--- src/rtl/adc_responder.sv ---
// adc_responder: SPI-style ADC target model. Returns one of eight 12-bit samples per
// 16-clock frame, MSB first. The channel is selected by a 3-bit address received in the
// previous frame. All SPI pins are synchronized into the c50m domain. SCLK edges are found
// by comparing the synchronized level with a registered copy of it.
//
// Build option: define ADC_RESP_LOOPBACK_EN to replace the four leading zero bits of each
// frame with {1'b0, channel}. This lets the initiator check frame alignment.

module adc_responder (
    input  logic        c50m,
    input  logic        rst_n,
    input  logic        sclk_in,
    input  logic        cs_n_in,
    input  logic        din,
    input  logic [95:0] ch_data,
    output logic        dout,
    output logic [2:0]  cur_ch,
    output logic        frame_done,
    output logic [15:0] frame_cnt
);

`ifdef ADC_RESP_LOOPBACK_EN
    localparam bit LoopbackEn = 1'b1;
`else
    localparam bit LoopbackEn = 1'b0;
`endif

    typedef enum logic [0:0] {StIdle, StActive} state_e;

    // Synchronizer stages plus SCLK history for edge detection
    logic sclk_s1, sclk_s2, sclk_q;
    logic cs_s1, cs_s2;
    logic din_s1, din_s2;

    logic sclk_rise, sclk_fall;

    state_e      state_q, state_d;
    logic [3:0]  bit_cnt_q, bit_cnt_d;
    logic [2:0]  addr_q, addr_d;
    logic [15:0] tx_q, tx_d;
    logic [2:0]  cur_ch_q, cur_ch_d;
    logic        frame_done_q, frame_done_d;
    logic [15:0] frame_cnt_q, frame_cnt_d;

    logic [11:0] samples [8];

    for (genvar k = 0; k < 8; k++) begin : g_samples
        assign samples[k] = ch_data[12*k +: 12];
    end

    // Word loaded into the shift register at the start of each frame
    function automatic logic [15:0] tx_word(input logic [2:0] ch, input logic [11:0] sample);
        return LoopbackEn ? {1'b0, ch, sample} : {4'b0000, sample};
    endfunction

    // Two-flop synchronizers for all SPI pins; reset to the bus idle levels
    always_ff @(posedge c50m) begin
        if (!rst_n) begin
            sclk_s1 <= 1'b0;
            sclk_s2 <= 1'b0;
            sclk_q  <= 1'b0;
            cs_s1   <= 1'b1;
            cs_s2   <= 1'b1;
            din_s1  <= 1'b0;
            din_s2  <= 1'b0;
        end else begin
            sclk_s1 <= sclk_in;
            sclk_s2 <= sclk_s1;
            sclk_q  <= sclk_s2;
            cs_s1   <= cs_n_in;
            cs_s2   <= cs_s1;
            din_s1  <= din;
            din_s2  <= din_s1;
        end
    end

    assign sclk_rise = sclk_s2 & ~sclk_q;
    assign sclk_fall = ~sclk_s2 & sclk_q;

    // State and datapath registers
    always_ff @(posedge c50m) begin
        if (!rst_n) begin
            state_q      <= StIdle;
            bit_cnt_q    <= 4'd0;
            addr_q       <= 3'd0;
            tx_q         <= 16'd0;
            cur_ch_q     <= 3'd0;
            frame_done_q <= 1'b0;
            frame_cnt_q  <= 16'd0;
        end else begin
            state_q      <= state_d;
            bit_cnt_q    <= bit_cnt_d;
            addr_q       <= addr_d;
            tx_q         <= tx_d;
            cur_ch_q     <= cur_ch_d;
            frame_done_q <= frame_done_d;
            frame_cnt_q  <= frame_cnt_d;
        end
    end

    // Next-state logic: frame start, bit counting, address capture, shifting, abort
    always_comb begin
        state_d      = state_q;
        bit_cnt_d    = bit_cnt_q;
        addr_d       = addr_q;
        tx_d         = tx_q;
        cur_ch_d     = cur_ch_q;
        frame_done_d = 1'b0;
        frame_cnt_d  = frame_cnt_q;

        unique case (state_q)
            StIdle: begin
                if (!cs_s2) begin
                    state_d   = StActive;
                    bit_cnt_d = 4'd0;
                    tx_d      = tx_word(cur_ch_q, samples[cur_ch_q]);
                end
            end
            StActive: begin
                if (cs_s2) begin
                    // Abort wins over any SCLK edge seen in the same cycle
                    state_d   = StIdle;
                    bit_cnt_d = 4'd0;
                end else if (sclk_rise) begin
                    bit_cnt_d = bit_cnt_q + 4'd1;
                    case (bit_cnt_q)
                        4'd2:  addr_d[2] = din_s2;
                        4'd3:  addr_d[1] = din_s2;
                        4'd4:  addr_d[0] = din_s2;
                        4'd15: begin
                            // End of frame: the address just received selects the next word
                            cur_ch_d     = addr_q;
                            tx_d         = tx_word(addr_q, samples[addr_q]);
                            frame_done_d = 1'b1;
                            frame_cnt_d  = frame_cnt_q + 16'd1;
                        end
                        default: ;
                    endcase
                end else if (sclk_fall && (bit_cnt_q != 4'd0)) begin
                    // Holding at bit_cnt 0 keeps the MSB valid through the first rising edge
                    tx_d = {tx_q[14:0], 1'b0};
                end
            end
            default: state_d = StIdle;
        endcase
    end

    assign dout       = (state_q == StActive) & tx_q[15];
    assign cur_ch     = cur_ch_q;
    assign frame_done = frame_done_q;
    assign frame_cnt  = frame_cnt_q;

endmodule

--- config.mk ---
export PLATFORM = sky130hd
export DESIGN_NAME = adc_responder
export DESIGN_NICKNAME = d
export VERILOG_FILES = /design/src/rtl/adc_responder.sv
export SDC_FILE = /design/constraint.sdc
export NUM_CORES = 1
export LEC_CHECK = 0
export CAP_MARGIN = 20
export CORE_ASPECT_RATIO = 1.2
export CORE_MARGIN = 2
export CORE_UTILIZATION = 50
export CTS_CLUSTER_SIZE = 24
export DETAILED_ROUTE_END_ITERATION = 10
export PLACE_DENSITY_LB_ADDON = 0.25
export SKIP_LAST_GASP = 1
export SYNTH_ARGS = -nofsm -noshare
export SYNTH_HDL_FRONTEND = slang
export SYNTH_SLANG_ARGS = --single-unit
--- constraint.sdc ---
create_clock -name c50m -period 2.83 [get_ports c50m]
set_input_delay 0.566 -clock c50m [delete_from_list [all_inputs] [get_ports c50m]]
set_output_delay 0.566 -clock c50m [all_outputs]
set_load 0.005 [all_outputs]
==> metrics, run 1 <==
TritonCTS Buffers 5; cts hold-fix bufs 0; Die Area 8170 sq um; FP Rows 34; DP Area 4980 sq um; PortBufs 121; DRT antenna net count 0; PnR worst setup slack 468 ps; hold crit path type register to register; Synthesized Nets 494; Worst VDD drop 316 uV; number of synthesized flops with an enable pin 0; Power Dens Cells 281 nW/um^2; Setup-failing EPs final 0; CTS tree yes; initial antenna violation count 0; GR Overflow Total 0; global-route wire length before repair 17500 microns; ANT cells 0; Worst Setup End Kind output pin; Final Cycle Share 83.5%; Filler cells 581; busiest grt layer met2; Worst-path clk slew 90 ps; routed vias/inst 6.24; Post-Synthesis Cells 389; final instance area 5070 sq um; crit path time final 2360 ps; Netlist cell types 47; Nets 597; register bit total from synthesis 51; Mean Syn Cell Area 9.59 sq um; gr usage total 25.8%; RSZ-0062 raised after global routing no; clock skew 7.77 ps; Die X 82.8 microns; CP Max Fanout 21; Final Slew Violations 0; proportion of layout cells with a drive suffix above 1 11.6%; Residual DRC 0; GR Util met1 30.8%; vias post-DR 3625; post-synth top area share 27.4%; Worst EP arrival 1800 ps; Peak Freq 423 MHz; Slew headroom 42.3%; clk buf depth 2; GP Congestion 0.883; GR Util met2 47.4%; max-cap viol count 0; most frequent cells in the layout clkdlybuf4s50_1 (121), mux2i_1 (56), dfxtp_1 (49); largest net degree at the start of global routing 50; 1st-iter DRT viols 266; Worst setup SP type register; I/O pin count 122; Total Routed Length 10700 microns; CP required 2260 ps; outcome finished, final reports clean; Pleak 1.54 nW; CTS H-tree depth 2; routed wire length per instance 18.4 microns; Die H 98.6 microns; Core ar. 7230 sq um; Cell Count, Final, Fillers Out 581; CP Class register to output pin; Resize count post-CTS 0; Hold Violations, Final 0; Area Overhead vs Synth 35.8%; dpl hpwl 7990 microns; most common library cell in the layout ignoring fill and taps clkdlybuf4s50_1; number of global-route vias before repair 3727; top cell type by total area after synthesis dfxtp_1; WHS 407 ps; CTS sink cnt 51; dpl ws 506 ps; synth top area cells dfxtp_1 (27%), mux2i_1 (15%), mux4_2 (14%), a22oi_1 (4.8%), a21oi_1 (3.8%); register area share after synthesis 27.4%; Post-CTS Setup Repair Bufs 0; Ys Warns 0; ys flop type dfxtp_1; Cell Area, Synth 3730 sq um; Final TNS setup 0 ps; Post-Route Utilization 70.1%; Cells after DPL 574; Worst-Margin Slew 863 ps; ys async rst share 0%; CTS Root Cell clkbuf_8; Initial DRT Pass Iterations 5; initial core utilization 51.6%; later-pin clock latency in the skew report 300 ps; Tot Pwr 1.42 mW; GR met3 Demand/Resource 4.69%
## report_power, final
part           switching [mW]  internal, mW
clock network           0.231         0.165
registers              0.0108         0.731
logic                  0.0975         0.189
total                   0.339          1.08
## critical path: stages (launching register included)
cell,delay [ps]
dfxtp_1,780
and2_1,220
clkdlybuf4s50_1,500
## state kept, by name, summed over array words and instances (netlist names), 3 cells and up
signal	flops
frame_cnt	16
tx_q	16
cur_ch	3
addr_q	3
bit_cnt_q	4
## routing by layer
| metal | part of all wire (%) | vias to the layer above |
|---|---|---|
| li1 | - | 1725 |
| met1 | 41 | 1746 |
| met2 | 52 | 145 |
| met3 | 6.0 | 9 |
| met4 | 0.89 | 0 |
| met5 | 0 | - |
## layout make-up
cell class | count | area (sq um) | area share [%]
multi-input cells | 294 | 2520 | 49.7
repair buffers | 132 | 1310 | 25.8
flip-flops and latches | 51 | 1020 | 20.2
well taps | 90 | 113 | 2.22
clock buffers | 5 | 68.8 | 1.36
inverters | 8 | 30.0 | 0.593
clock inverters | 1 | 7.51 | 0.148
## cells in the mapped netlist, drive strengths merged, types with 5 or more instances
library cell / n
dfxtp: 51
or4: 6
a311oi: 11
o21ai: 10
a21oi: 28
and2: 8
mux2i: 56
a22oi: 24
nand2: 17
mux4: 24
buf: 15
o31ai: 6
nor2: 20
inv: 7
mux2: 12
nand2b: 5
nand4: 8
nand3: 9
a221oi: 12
clkbuf: 21
## cells by family after synthesis
kind of cell	share of synthesized area, %
flip-flops	27.4
multiplexers	33.1
adder cells (fa/ha/maj)	1.34
XOR/XNOR	1.17
AO/OA/AOI/OAI	17.8
AND/OR/NAND/NOR	14.1
buffers and inverters	5.13
## worst paths after layout
path            from      end  slack, ps  cells after the start
max          state_q     dout        470                      2
min            cs_s1    cs_s2        410                      1
max reg2reg  state_q  tx_q[5]        630                      5
min reg2reg    cs_s1    cs_s2        410                      1
(Power assumes the default switching activity.)
==> run 2: changes to the inputs <==
CORE_UTILIZATION = 42   (was 50)
clock period = 1.96 ns   (was 2.83 ns; I/O delays follow)
==> run 2 against run 1 <==
Compared with the run above: total power increased by 58%; largest cell class unchanged; final cell count rose by 8.4%; worst hold slack gained 12 ps; sequential power increased by 44%; global-route usage is 2.4 points lower.
==> metrics, run 2 (same netlist as run 1, synthesis figures left out) <==
Slew headroom 41.4% (-0.93 points); R2R Setup Slk 160 ps (-470 ps); Worst path slowest cell clkdlybuf4s50_1; P_sw 522 uW (+54%); busiest grt layer met2; Nets 617 (+3.4%); crit path time final 1830 ps; Peak Freq 547 MHz; clk buf depth 2 (unchanged); Total Routed Length 11300 microns (+5.3%); Cell Count, Final, Fillers Out 630 (+8.4%); Worst VDD drop 346 uV (+9.3%); PortBufs 121 (unchanged); Worst Setup End Kind output pin; RSZ-0062 raised after global routing no; Worst EP arrival 1440 ps (-360 ps); Worst setup SP type register; Power Dens Cells 419 nW/um^2 (+49%); global-route wire length before repair 18700 microns (+7.1%); Clock power frac 33.5% (+5.7 points); largest net degree at the start of global routing 27 (-46%); worst flop-to-flop path startpoint bit_cnt_q[1]; HP Start cs_s1; Cells after DPL 622 (+8.4%); Residual DRC 0 (unchanged); FP Rows 37 (+8.8%); CP Class register to output pin; internal power 1.73 mW (+59%); outcome finished, final reports clean; Tot Pwr 2.25 mW (+58%); Final Cycle Share 93.3%; Die X 90.0 microns (+8.7%); CP required 1570 ps (-690 ps); most frequent cells in the layout clkdlybuf4s50_1 (121), mux2i_1 (56), dfxtp_1 (48); Area Overhead vs Synth 43.7%; routed wire length per instance 17.9 microns (-2.9%); CP Cell Sequence buf_4 -> and2_1 -> clkdlybuf4s50_1; initial core utilization 43.3% (-8.3 points); number of global-route vias before repair 3862 (+3.6%); most common library cell in the layout ignoring fill and taps clkdlybuf4s50_1; vias post-DR 3727 (+2.8%); Hold EP cs_s2; ANT cells 0 (unchanged); Initial DRT Pass Iterations 4 (-1); Setup-failing EPs final 0 (unchanged); TritonCTS Buffers 5 (unchanged); cts hold-fix bufs 0 (unchanged); CP peak stage delay 500 ps (-280 ps); Die H 107 microns (+8.7%); Worst Hold Depth 1 (unchanged); FF/Latch Area 1020 sq um (+0.12%); Core ar. 8610 sq um (+19%); GR Overflow Total 0 (unchanged); routed vias/inst 5.92 (-5.2%); Resize count post-CTS 2 (+2); GR Util met1 29.2% (-1.6 points); Pleak 1.68 nW (+9.0%); hold crit path type register to register; clock skew 7.41 ps (-0.360 ps); part of the power in combinational logic 19.0% (-1.1 points); Filler cells 733 (+26%); CTS Root Cell clkbuf_8; GP Congestion 0.809 (-8.4%); DRT antenna net count 0 (unchanged); R2R depth 5 (unchanged); Post-CTS Setup Repair Bufs 0 (unchanged); max-cap viol count 0 (unchanged); GR Util met2 41.8% (-5.6 points); 1st-iter DRT viols 160 (-40%); I/O pin count 122 (unchanged); GR met3 Demand/Resource 4.01% (-0.68 points); CTS tree yes; Die Area 9650 sq um (+18%); initial antenna violation count 0 (unchanged); later-pin clock latency in the skew report 310 ps (about the same); Sequential Power Share 47.5% (-4.6 points); dpl hpwl 8400 microns (+5.1%); CTS H-tree depth 2 (unchanged); proportion of layout cells with a drive suffix above 1 16.4% (+4.8 points); Final Slew Violations 0 (unchanged); Hold Violations, Final 0 (unchanged); Worst-Margin Slew 876 ps (+12.6 ps); reg2reg end frame_cnt[14]; area of the multi-input gates 2540 sq um (+0.80%); gr usage total 23.4% (-2.4 points); Sw Share 23.2% (-0.58 points); Worst-path clk slew 100 ps (about the same); CP Max Fanout 5 (-76%); CTS sink cnt 51 (unchanged)
run 2: cell count changes in the layout (fill, tap and decap cells not counted), moves of 2 or more:
cell / delta
buf_4: +16
buf_12: +4
nor2b_1: -2
nor2b_2: +2
run 2: cell type report:
type	instances	share of cell area, %
timing repair buffer	152	28.1
multi-input combinational	294	47.3
clock inverter	3	0.887
tap	117	2.73
inverter	8	0.560
sequential	51	19.1
clock buffer	5	1.28
run 2: power groups by stage:
stage	Clock (mW)	Sequential, mW	Combinational (mW)
3_5_place_dp	0	1.09	0.420
2_1_floorplan	0	1.09	0.152
4_1_cts	0.775	1.07	0.424
6_report	0.752	1.07	0.427
3_3_place_gp	0	1.09	0.413
5_1_grt	0.809	1.07	0.456
run 2: worst max-delay path, delay by kind of cell, from the launching register on:
family                 cells  cell delay (ps)
flip-flops                 1              370
buffers and inverters      2              640
AND/OR/NAND/NOR            1              120
run 2: per-layer routing:
metal	up-vias	share of wire, %
li1	1767	-
met1	1808	43
met2	145	51
met3	7	6.0
met4	0	0.58
met5	-	0
run 2: how the worst max path moves through the flow:
stage                            start        end
after floorplan              addr_q[0]   tx_q[10]
after global placement     ch_data[84]    tx_q[0]
after detailed placement  bit_cnt_q[1]   tx_q[11]
after CTS                      state_q       dout
after global routing      bit_cnt_q[1]  cur_ch[0]
final                          state_q       dout
run 2: per-stage QoR:
stage	hold WS [ps]	setup WS (ps)	TNS [ps]	util (%)	area (sq um)
floorplan	386	116	0	-	3730
global placement	391	-22.8	-27.8	60.7	5220
detailed placement	398	-99.7	-878	60.7	5220
CTS	423	42.4	0	62.1	5350
global route	446	23.1	0	62.3	5360
finish	419	131	0	62.3	5360
==> run 3: changes to the inputs <==
REMOVE_ABC_BUFFERS = 1   (was default)
==> run 3 against run 2 <==
Compared with the run above: total power shrank 1.9%; combinational power down 3%; count of clock-buffer cells in the layout is the same; routed wire length fell by 6.8%; design area decreased by 1.1%; critical endpoint is now tx_q[3].
==> metrics, run 3 (same netlist as run 1, synthesis figures left out) <==
outcome finished, final reports clean; Worst Setup End Kind register; I/O pin count 122 (unchanged); CTS tree yes; GR Overflow Total 0 (unchanged); Area Overhead vs Synth 42.2%; CTS Root Cell clkbuf_8; Post-Route Utilization 61.6% (-0.68 points); Final Slew Violations 0 (unchanged); clk buf depth 2 (unchanged); TritonCTS Buffers 5 (unchanged); hold crit path type register to register; proportion of layout cells with a drive suffix above 1 15.9% (-0.52 points); Peak Freq 544 MHz (-0.42%); Total Routed Length 10500 microns (-6.8%); Final TNS setup 0 ps (unchanged); gr usage total 22.1% (-1.3 points); global-route wire length before repair 18000 microns (-3.8%); initial core utilization 43.3% (unchanged); Final Cycle Share 93.7% (+0.39 points); Worst-path clk slew 90 ps (about the same); DRT antenna net count 0 (unchanged); Pleak 1.66 nW (-1.1%); CP required 2150 ps (+580 ps); Power Dens Cells 416 nW/um^2 (-0.77%); number of global-route vias before repair 3873 (+0.28%); Setup-failing EPs final 0 (unchanged); CP Class register to register; Initial DRT Pass Iterations 5 (+1); most frequent cells in the layout clkdlybuf4s50_1 (121), mux2i_1 (56), dfxtp_1 (48); Slew headroom 34.1% (-7.3 points); R2R Setup Slk 120 ps (-40 ps); routed wire length per instance 16.7 microns (-6.5%); initial antenna violation count 0 (unchanged); Die Area 9650 sq um (unchanged); Die X 90.0 microns (unchanged); CTS H-tree depth 2 (unchanged); Post-CTS Setup Repair Bufs 0 (unchanged); FP Rows 37 (unchanged); Core ar. 8610 sq um (unchanged); PortBufs 121 (unchanged); crit path time final 1840 ps (+7.70 ps); Worst EP arrival 2020 ps (+580 ps); ANT cells 0 (unchanged); Die H 107 microns (unchanged); later-pin clock latency in the skew report 300 ps (about the same); routed vias/inst 5.88 (-0.57%); largest net degree at the start of global routing 30 (+11%); RSZ-0062 raised after global routing no; GP Congestion 0.813 (+0.56%); Nets 616 (-0.16%); Worst-Margin Slew 985 ps (+109 ps); Residual DRC 0 (unchanged); dpl hpwl 8180 microns (-2.6%); max-cap viol count 0 (unchanged); Worst VDD drop 317 uV (-8.4%); clock skew 6.34 ps (-1.07 ps); vias post-DR 3694 (-0.89%); Hold Violations, Final 0 (unchanged); Worst setup SP type register; CP Max Fanout 12 (+7); CTS sink cnt 51 (unchanged); 1st-iter DRT viols 129 (-19%); most common library cell in the layout ignoring fill and taps clkdlybuf4s50_1
-- run 3: power breakdown --
part	internal (mW)	switching, mW
clock network	0.374	0.348
logic	0.279	0.136
registers	1.06	0.0129
total	1.71	0.498
-- run 3: layer usage --
metal,track usage (%),up-vias,wire length [microns]
met1,26.8,1802,4300
li1,-,1765,-
met3,2.53,5,575
met4,5.27,0,59
met5,0,-,0
met2,41.8,122,5550
-- run 3: critical path: stages (launching register included) --
cell and delay (ps):
dfxtp_1 370, nor2_1 770, a221oi_1 210, a22oi_1 260, a311oi_1 110
-- run 3: stage by stage --
stage                     hold WS, ps  total power, mW  instance area, sq um  setup slack, ps  instances
after global routing              442             2.30                  5300             10.7        628
final                             429             2.21                  5300              123        628
after global placement            409             1.50                  5180             17.7        621
after floorplan                   386             1.23                  3570             -842        353
after detailed placement          415             1.51                  5180            -39.4        621
after CTS                         438             2.22                  5290             6.58        628
-- run 3: area by class of cell --
class,count,area (sq um)
fillers,738,3310
clock buffers,5,68.8
repair buffers,151,1470
inverters,8,30.0
flip-flops and latches,51,1020
clock inverters,2,37.5
multi-input cells,294,2530
well taps,117,146
-- run 3: final timing paths --
check | to | startpoint | cells past startpoint
max | tx_q[3] | cur_ch[0] | 4
min | cs_s2 | cs_s1 | 1
max reg2reg | tx_q[3] | cur_ch[0] | 4
min reg2reg | cs_s2 | cs_s1 | 1
-- run 3: repair_timing --
| item | in CTS | in global routing |
|---|---|---|
| setup endpoints to repair | 0 | 15 |
| hold endpoints to repair | 0 | 0 |
| hold buffers | 0 | 0 |
| resized for setup | 0 | 5 |
